==> src/rtl/drc_hpxl_packer.sv <==
// -----------------------------------------------------------------------------
// drc_hpxl_packer
//
// Packs the 8-bit half-pixel stream coming out of the DRC capture state
// machine into DMA_DATA_W-wide little-endian words for the DMA write channel.
// The block counts bytes against the frame size latched at the first byte of
// each frame. The final beat of a frame carries m_last and a strobe covering
// only the lanes actually filled. The upstream "last row" flag is checked
// against the packer's own row position, and a mismatch is flagged with a
// one-cycle last_err pulse. The byte counter stays authoritative.
//
// Ports
//   clk, rst_n     clock, asynchronous active-low reset
//   s_hpxl_dat     half-pixel byte in
//   s_hpxl_last    upstream "in last row of frame" flag
//   s_hpxl_vld     input valid
//   s_hpxl_rdy     input ready (registered, no path from m_rdy)
//   m_dat          packed output word, byte k on lane k
//   m_strb         lane-valid strobe
//   m_last         final beat of frame
//   m_vld          output valid
//   m_rdy          output ready
//   img_width      pixels per row (>=1), sampled at byte 0 of each frame
//   img_height     rows per frame (>=1), sampled at byte 0 of each frame
//   frm_done       one-cycle pulse after the m_last beat handshakes
//   last_err       one-cycle pulse after a byte whose last flag disagrees
// -----------------------------------------------------------------------------
module drc_hpxl_packer #(
    parameter int DVP_DATA_W  = 8,
    parameter int DMA_DATA_W  = 32,
    parameter int IMG_DIM_MAX = 640,
    parameter int IMG_DIM_W   = $clog2(IMG_DIM_MAX),
    parameter int BCNT_W      = 2*IMG_DIM_W + 1
) (
    input  logic                                clk,
    input  logic                                rst_n,
    input  logic [DVP_DATA_W-1:0]               s_hpxl_dat,
    input  logic                                s_hpxl_last,
    input  logic                                s_hpxl_vld,
    output logic                                s_hpxl_rdy,
    output logic [DMA_DATA_W-1:0]               m_dat,
    output logic [DMA_DATA_W/DVP_DATA_W-1:0]    m_strb,
    output logic                                m_last,
    output logic                                m_vld,
    input  logic                                m_rdy,
    input  logic [IMG_DIM_W-1:0]                img_width,
    input  logic [IMG_DIM_W-1:0]                img_height,
    output logic                                frm_done,
    output logic                                last_err
);

    localparam int LANES  = DMA_DATA_W / DVP_DATA_W;
    localparam int LIDX_W = $clog2(LANES);

    // ------------------------------------------------------------------
    // State
    // ------------------------------------------------------------------
    logic [LANES-1:0][DVP_DATA_W-1:0] acc_dat;
    logic [LANES-1:0]                 acc_strb;
    logic                             acc_last;
    logic                             acc_full;
    logic [LIDX_W-1:0]                lidx;
    logic [BCNT_W-1:0]                bcnt;
    logic [BCNT_W-1:0]                tot;
    logic [BCNT_W-1:0]                row_bytes;

    // ------------------------------------------------------------------
    // Combinational helpers
    // ------------------------------------------------------------------
    logic                             s_hsk;
    logic                             m_hsk;
    logic                             frame_start;
    logic [BCNT_W-1:0]                w_ext;
    logic [BCNT_W-1:0]                h_ext;
    logic [BCNT_W-1:0]                csr_tot;
    logic [BCNT_W-1:0]                csr_row;
    logic [BCNT_W-1:0]                eff_tot;
    logic [BCNT_W-1:0]                eff_row;
    logic                             final_byte;
    logic                             word_done;
    logic                             exp_last;
    logic                             stage_free;
    logic [LANES-1:0][DVP_DATA_W-1:0] acc_dat_wr;
    logic [LANES-1:0]                 acc_strb_wr;

    assign s_hsk       = s_hpxl_vld & s_hpxl_rdy;
    assign m_hsk       = m_vld & m_rdy;
    assign frame_start = (bcnt == '0);

    // Frame geometry straight from the CSRs. It is only used on byte 0.
    // After that the latched copies rule, so CSR edits mid-frame are
    // deferred to the next frame.
    assign w_ext   = BCNT_W'(img_width);
    assign h_ext   = BCNT_W'(img_height);
    assign csr_row = w_ext << 1;
    assign csr_tot = (w_ext * h_ext) << 1;

    // Byte 0 must already see the new frame's size, because the latch
    // only lands at the end of that cycle.
    assign eff_tot = frame_start ? csr_tot : tot;
    assign eff_row = frame_start ? csr_row : row_bytes;

    assign final_byte = (bcnt == eff_tot - BCNT_W'(1));
    assign word_done  = s_hsk & ((lidx == LIDX_W'(LANES-1)) | final_byte);
    assign exp_last   = (bcnt >= eff_tot - eff_row);
    assign stage_free = ~m_vld | m_hsk;

    // Accumulator contents as they would be with the current byte merged in.
    always_comb begin
        acc_dat_wr        = acc_dat;
        acc_strb_wr       = acc_strb;
        acc_dat_wr[lidx]  = s_hpxl_dat;
        acc_strb_wr[lidx] = 1'b1;
    end

    // ------------------------------------------------------------------
    // Frame bookkeeping: byte counter, lane index, latched size
    // ------------------------------------------------------------------
    always_ff @(posedge clk or negedge rst_n) begin
        if (!rst_n) begin
            bcnt      <= '0;
            lidx      <= '0;
            tot       <= '0;
            row_bytes <= '0;
        end else if (s_hsk) begin
            if (frame_start) begin
                tot       <= csr_tot;
                row_bytes <= csr_row;
            end
            if (final_byte) begin
                bcnt <= '0;
                lidx <= '0;
            end else begin
                bcnt <= bcnt + BCNT_W'(1);
                // LANES is a power of two, so the index wraps to lane 0
                // by itself when a full word completes.
                lidx <= lidx + LIDX_W'(1);
            end
        end
    end

    // ------------------------------------------------------------------
    // Accumulator and output stage
    // ------------------------------------------------------------------
    always_ff @(posedge clk or negedge rst_n) begin
        if (!rst_n) begin
            acc_dat    <= '0;
            acc_strb   <= '0;
            acc_last   <= 1'b0;
            acc_full   <= 1'b0;
            s_hpxl_rdy <= 1'b1;
            m_dat      <= '0;
            m_strb     <= '0;
            m_last     <= 1'b0;
            m_vld      <= 1'b0;
        end else begin
            if (m_hsk) begin
                m_vld <= 1'b0;
            end

            if (acc_full) begin
                // A completed word is parked here. It moves into the stage
                // as soon as the current beat leaves. Ready comes back one
                // cycle later through the register.
                if (m_hsk) begin
                    m_dat      <= acc_dat;
                    m_strb     <= acc_strb;
                    m_last     <= acc_last;
                    m_vld      <= 1'b1;
                    acc_dat    <= '0;
                    acc_strb   <= '0;
                    acc_last   <= 1'b0;
                    acc_full   <= 1'b0;
                    s_hpxl_rdy <= 1'b1;
                end
            end else if (s_hsk) begin
                if (word_done) begin
                    if (stage_free) begin
                        m_dat    <= acc_dat_wr;
                        m_strb   <= acc_strb_wr;
                        m_last   <= final_byte;
                        m_vld    <= 1'b1;
                        acc_dat  <= '0;
                        acc_strb <= '0;
                        acc_last <= 1'b0;
                    end else begin
                        acc_dat    <= acc_dat_wr;
                        acc_strb   <= acc_strb_wr;
                        acc_last   <= final_byte;
                        acc_full   <= 1'b1;
                        s_hpxl_rdy <= 1'b0;
                    end
                end else begin
                    acc_dat  <= acc_dat_wr;
                    acc_strb <= acc_strb_wr;
                end
            end
        end
    end

    // ------------------------------------------------------------------
    // Status pulses
    // ------------------------------------------------------------------
    always_ff @(posedge clk or negedge rst_n) begin
        if (!rst_n) begin
            frm_done <= 1'b0;
            last_err <= 1'b0;
        end else begin
            frm_done <= m_hsk & m_last;
            last_err <= s_hsk & (s_hpxl_last != exp_last);
        end
    end

endmodule

==> config.mk <==
export PLATFORM = sky130hd
export DESIGN_NAME = drc_hpxl_packer
export DESIGN_NICKNAME = d
export VERILOG_FILES = /design/src/rtl/drc_hpxl_packer.sv
export SDC_FILE = /design/constraint.sdc
export NUM_CORES = 1
export LEC_CHECK = 0
export BUFFER_PORTS_ARGS = -buffer_cell sky130_fd_sc_hd__buf_2
export CAP_MARGIN = 40
export CORE_AREA = 2 2 163 165
export CTS_BUF_LIST = sky130_fd_sc_hd__clkbuf_8
export CTS_CLUSTER_SIZE = 40
export DETAILED_ROUTE_END_ITERATION = 8
export DIE_AREA = 0 0 165 167
export PLACE_DENSITY = 0.68
export SYNTH_ARGS = -nofsm -noshare
export SYNTH_HDL_FRONTEND = slang
export SYNTH_SLANG_ARGS = --single-unit
==> constraint.sdc <==
create_clock -name clk -period 15.9 [get_ports clk]
set_input_delay 2.385 -clock clk [delete_from_list [all_inputs] [get_ports clk]]
set_output_delay 2.385 -clock clk [all_outputs]
set_load 0.01 [all_outputs]
# After elaboration in Yosys (flattened, before gate mapping)
# Index checks and enable logic that the tools add are counted.
[word_totals] reg_bits=144 latch_bits=0 mem_bits_rw=0 romBits=0 in_bits=33 output_inout_bits=41 word_cells=104 mem_count=0
[op_classes] n_addsub=4 multipliers=1 div_mod_pow=0 order_cmp=3 n_eq_ne=5 shift=0 mux=55 bitwise_logic=9 n_reduce_logical=9
[op_table] op="2-to-1 mux 32 bit" n=10
[op_table] op="2-to-1 mux 21 bit" n=3
[op_table] op="2-to-1 mux 4 bit" n=10
[op_table] op="bitwise mux 32 bit" n=1
[op_table] op="2-to-1 mux 1 bit" n=27
[op_table] op="adder 21 x 1 -> 21 bit (second input constant)" n=1
[op_table] op="equality test 21 bit" n=1
[op_table] op="greater-or-equal comparator 21 bit" n=1
[op_table] op="logical NOT 21 bit" n=1
[op_table] op="subtractor 21 x 1 -> 21 bit (second input constant)" n=1
[op_table] op="subtractor 21 bit" n=1
[op_table] op="multiplier 10 x 10 -> 20 bit" n=1
[op_table] op="demux 8 bit (select 2 bit)" n=1
[op_table] op="2-to-1 mux 8 bit" n=1
[op_table] op="AND reduction 4 bit" n=2
[op_table] op="nonzero test 2 bit" n=3
[op_table] op="AND 1 bit" n=5
[op_table] op="bitwise OR 4 bit" n=1
[op_table] op="< comparator 2 x 3 -> 1 bit (second input constant)" n=1
[op_table] op="AND reduction 3 bit" n=1
[op_table] op="adder 2 x 1 -> 2 bit (second input constant)" n=1
[op_table] op="demux 1 bit (select 2 bit)" n=1
[op_table] op="equality test 2 bit (second input constant)" n=1
[op_table] op="greater-or-equal comparator 2 x 1 -> 1 bit (second input constant)" n=1
[op_table] op="8 further kinds" n=9

# Longest topological paths before layout
[depth] ltp_word=9 depth_mapped=36

# Worst setup path before layout
# OpenSTA, ideal clock, no wires.
[synth_timing] path_kind="input to register" startpoint="input img_width[7]" endpoint="register last_err" arrival_time_ns=9.225 t_required_ns=15.774 setup_slack_ns=6.549 cell_stages=34 cell_sequence="clkbuf_1 -> nand2_1 -> fa_1 -> inv_1 -> fa_1 -> inv_1 -> fa_1 -> inv_1 -> fa_1 -> inv_1 -> fa_1 -> inv_1 -> ha_1 -> clkbuf_1 -> o21a_1 -> a21oi_1 -> xnor2_1 -> mux2i_1 -> inv_1 -> ha_1 -> o41ai_1 -> o21bai_1 -> a21oi_1 -> xor2_1 -> ha_1 -> and3_1 -> nand3_1 -> a21oi_1 -> nor4_1 -> a31oi_1 -> o21a_1 -> o21ai_0 -> a21oi_1 -> mux2i_1"
[synth_between] elab_chain_len=6 word_cells_on_any_way=7 cone_classes="add/sub (1); mul (1); order compare (1); eq/ne (1); mux (2); bitwise (1)"
[synth_lines] item="start: declaration" line="46" source="input logic [IMG_DIM_W-1:0] img_width,"
[synth_lines] item="multiplier 10 x 10 -> 20 bit" line="96" source="assign csr_tot = (w_ext * h_ext) << 1;"
[synth_lines] item="2-to-1 mux 21 bit"
[synth_lines] item="via eff_tot[10]" line="77" source="logic [BCNT_W-1:0] eff_tot;"
[synth_lines] item="subtractor 21 bit" line="105" source="assign exp_last = (bcnt >= eff_tot - eff_row);"
[synth_lines] item="greater-or-equal comparator 21 bit" line="105"
[synth_lines] item="!= test 1 bit" line="210" source="last_err <= s_hsk & (s_hpxl_last != exp_last);"
[synth_lines] item="AND 1 bit" line="210"
[synth_lines] item="end signal: assignment" line="210"
[synth_lines] item="end: declaration" line="49" source="output logic last_err"
# The timed path passes the listed nets, and every way through them passes these cells.
# A chain may end at the register's enable or synchronous reset.

# Worst setup path after layout
[layout_timing] startpoint="input img_width[7]" endpoint="register m_dat[19]"
[layout_between] elab_chain_len=8
[layout_lines] item="multiplier 10 x 10 -> 20 bit" line="96"
[layout_lines] item="2-to-1 mux 21 bit"
[layout_lines] item="subtractor 21 x 1 -> 21 bit" line="103" source="assign final_byte = (bcnt == eff_tot - BCNT_W'(1));"
[layout_lines] item="equality test 21 bit" line="103"
[layout_lines] item="bitwise OR 1 bit" line="104" source="assign word_done = s_hsk & ((lidx == LIDX_W'(LANES-1)) | final_byte);"
[layout_lines] item="AND 1 bit" line="104"
[layout_lines] item="nonzero test 2 bit (no line)"
[layout_lines] item="AND reduction 4 bit (no line)"
[layout_lines] item="end signal: assignment" line="166" source="m_dat <= acc_dat;"
[layout_lines] item="end signal: assignment" line="179" source="m_dat <= acc_dat_wr;"
[layout_lines] item="end: declaration" line="41" source="output logic [DMA_DATA_W-1:0] m_dat,"
# No other way between the ends.

==> reports/metrics.csv <==
metric;value;unit
status;completed;
NetSw;0.927;mW
Yosys warning total;0;
post-CTS setup buffer count;0;
Distinct cells, synth;78;
n_diodes;0;
Non-Filler Instances;1824;
crit path time final;9.80;ns
transition time of the tightest slew-check pin;0.962;ns
CTS Buffer Depth;2;
I/O Pins;74;
sw frac;0.462;
critical path peak fanout;41;
largest net degree at the start of global routing;91;
vias;10600;
fillcell total;2356;
Syn Area/Cell;9.01;sq um
static leakage;6.80;nW
Synth Flop Type;dfrtp_1;
Multi-input gate area;8680;sq um
number of synthesized flops with an enable pin;0;
CP arrival;10.15;ns
Routed WL per cell;17.6;um
power share of the clock group;0.148;
Cell Pwr Density;143;nW/um^2
routability cong.;0.956;
number of vias per cell;5.80;
post-cts sizing count;0;
max layer used;met4;
synthesis-to-finish area growth;7.61;%
RSZ-0062 raised after global routing;false;
CP startpoint kind;primary input;
Met2 Routed Length;14300;um
period utilization;0.617;
Die H;167;um
std cell rows;59;
f_max;0.102;GHz
Hold Path Class;flip-flop to flip-flop;
Antenna Nets Post-Route;0;
metal3 WL;1260;um
final routed DRC violation total;0;
CP required;16.25;ns
DP HPWL;24200;um
vias in the first global route;10500;
worst skew pair latency;0.47;ns
Initial Utilization;0.504;
clock sinks;144;
Core Footprint;25800;sq um
slew margin rel.;0.355;
NumNets Final;1672;
FF/Latch Area;3600;sq um
max cap viols;0;
setup_tns;0;ns
Hold-fix buffers, CTS;0;
clock-pin slew on the worst setup and hold paths;0.10;ns
die width;165;um
clock root buffer;clkbuf_8;
Setup-failing EPs final;0;
Post-Place Cells;1792;
Pint;1.08;mW
gr usage total;0.243;
total grt overflow;0;
Post-synth ARST share;1.00;
drt first pass iters;5;
TritonCTS clock tree;done;
synthesized instance count;1442;
Syn Std Cell Area;13000;sq um
WS Path Type;primary input to flip-flop;
first-pass GRT wire length;54000;um
DRT met1 WL;16000;um
share of cells above drive strength 1;0.136;
drt first-iter violations;901;
sequential fraction of the synthesis area;0.278;
Worst IR Drop VDD;0.0000818;V
DRT Wirelength;32100;um
CTS H-Tree Depth;4;
final hold viol count;0;
Final Max Slew Viols;0;
CTS buffer count;17;
antenna violations before repair;0;
worst clock skew;0.0191;ns
combinational power share;0.595;
IO Port Bufs;73;
#FFs+latches synth;144;
die area;27600;sq um
share of power burned in registers;0.257;
Setup crit end kind;flip-flop;
Mapped Nets;1638;
layout by cell type, fill, tap and decap left out, drive strengths merged, types with 15 or more instances in the layout:
cell / instances
nand2: 203
dfrtp: 143
inv: 110
ha: 100
buf: 86
nor2: 76
o21ai: 73
mux2: 72
and2: 69
fa: 63
nand3: 55
xnor2: 53
a21oi: 47
xor2: 29
o2bb2ai: 27
nor3: 23
nand2b: 17
a21o: 17
clkbuf: 17
o21a: 16
nand4: 16
mux2i: 15
cells in the mapped netlist, drive strengths merged, types with 5 or more instances:
library cell  number  area (sq um)
nand2            203           762
nor2b              7          43.8
a211oi            10          80.1
xor2              29           254
o22ai              8          50.1
xnor2             53           464
o31ai              7          62.6
a31oi              7          43.8
nor2              76           285
nor3              23           115
nand4             16           100
and3              13          81.3
o2bb2ai           27           236
a2111oi            7          80.1
mux2i             15           150
clkbuf            57           214
nand3             55           288
a21oi             47           239
mux2              72           931
and2              69           432
and4               5          43.8
o21ai             73           365
o21bai             5          37.5
nor4               9          56.3
a21boi             6          48.8
fa                63          1260
o21a              16           120
o211ai             6          45.0
inv              104           390
or3               10          62.6
buf               14          97.6
nand2b            17           106
dfrtp            143          3580
ha               100          1250
a21o              17           128
state kept, by name, indices dropped and copies added (netlist names):
name / flops
acc_strb: 4
m_last: 1
last_err: 1
s_hpxl_rdy: 1
acc_dat: 32
acc_full: 1
m_dat: 32
frm_done: 1
lidx: 2
tot: 21
acc_last: 1
row_bytes: 21
m_strb: 4
m_vld: 1
bcnt: 21
cell type report:
type	instances	area share
inverter	106	0.0285
clock inverter	15	0.0108
multi-input combinational	1121	0.621
sequential	144	0.258
timing repair buffer	86	0.0351
tap	335	0.0300
clock buffer	17	0.0167
path summary, 6_finish.rpt:
| kind | start | cells after the start | end | slack (ns) |
|---|---|---|---|---|
| setup / recovery | img_width[7] | 25 | m_dat[19]$_DFFE_PN0P_ | 6.10 |
| hold / removal | tot[13]$_DFFE_PN0P_ | 2 | tot[13]$_DFFE_PN0P_ | 0.48 |
| setup reg to reg | bcnt[0]$_DFFE_PN0P_ | 28 | last_err$_DFF_PN0_ | 9.58 |
| hold reg to reg | tot[13]$_DFFE_PN0P_ | 2 | tot[13]$_DFFE_PN0P_ | 0.48 |
| max in group asynchronous | rst_n | 2 | m_dat[19]$_DFFE_PN0P_ | 13.32 |
| min in group asynchronous | rst_n | 2 | row_bytes[14]$_DFFE_PN0P_ | 1.87 |
logic make-up after synthesis:
group                    count (synthesis)  synth area share
AO/OA/AOI/OAI                          271             0.144
XOR/XNOR                                82            0.0553
adder cells (fa/ha/maj)                164             0.194
buffers and inverters                  177            0.0546
flip-flops                             144             0.278
multiplexers                            87            0.0832
AND/OR/NAND/NOR                        517             0.191
worst max-delay path: stages:
cell       delay, ns
buf_2           0.23
nand2_1         0.12
fa_1            0.55
inv_1           0.06
fa_1            0.49
inv_1           0.06
fa_1            0.53
inv_1           0.05
fa_1            0.47
inv_1           0.05
fa_1            0.48
inv_1           0.04
ha_1            0.42
o21ai_0         0.17
a2111oi_0       0.47
a21boi_1        0.14
xnor2_1         0.22
o21ai_1         0.50
and3_1          0.44
and4_1          0.27
o2111ai_1       0.19
a2111oi_4       0.40
nand3_4         0.27
a221o_4         0.71
mux2_4          0.40
power by group through the flow:
stage | logic, mW | clock network (mW) | registers [mW]
2_1_floorplan | 0.892 | 0 | 0.523
3_3_place_gp | 1.16 | 0 | 0.519
3_5_place_dp | 1.18 | 0 | 0.521
4_1_cts | 1.18 | 0.303 | 0.515
5_1_grt | 1.33 | 0.316 | 0.528
6_report | 1.19 | 0.296 | 0.516
stage by stage:
step / setup slack (ns) / utilization / area [sq um] / hold WS (ns) / power [mW]
final: 6.10 / 0.542 / 14000 / 0.481 / 2.01
after global routing: 5.66 / 0.542 / 14000 / 0.504 / 2.17
after CTS: 6.14 / 0.542 / 14000 / 0.480 / 2.00
after detailed placement: 5.67 / 0.527 / 13600 / 0.455 / 1.70
after global placement: 5.61 / 0.525 / 13500 / 0.453 / 1.68
after floorplan: 6.55 / - / 13000 / 0.438 / 1.41
layer usage:
metal | track usage | up-vias
li1 | - | 5050
met1 | 0.368 | 5249
met2 | 0.366 | 232
met3 | 0.0321 | 45
met4 | 0.0658 | 0
met5 | 0 | -
(Power assumes the default switching activity.)
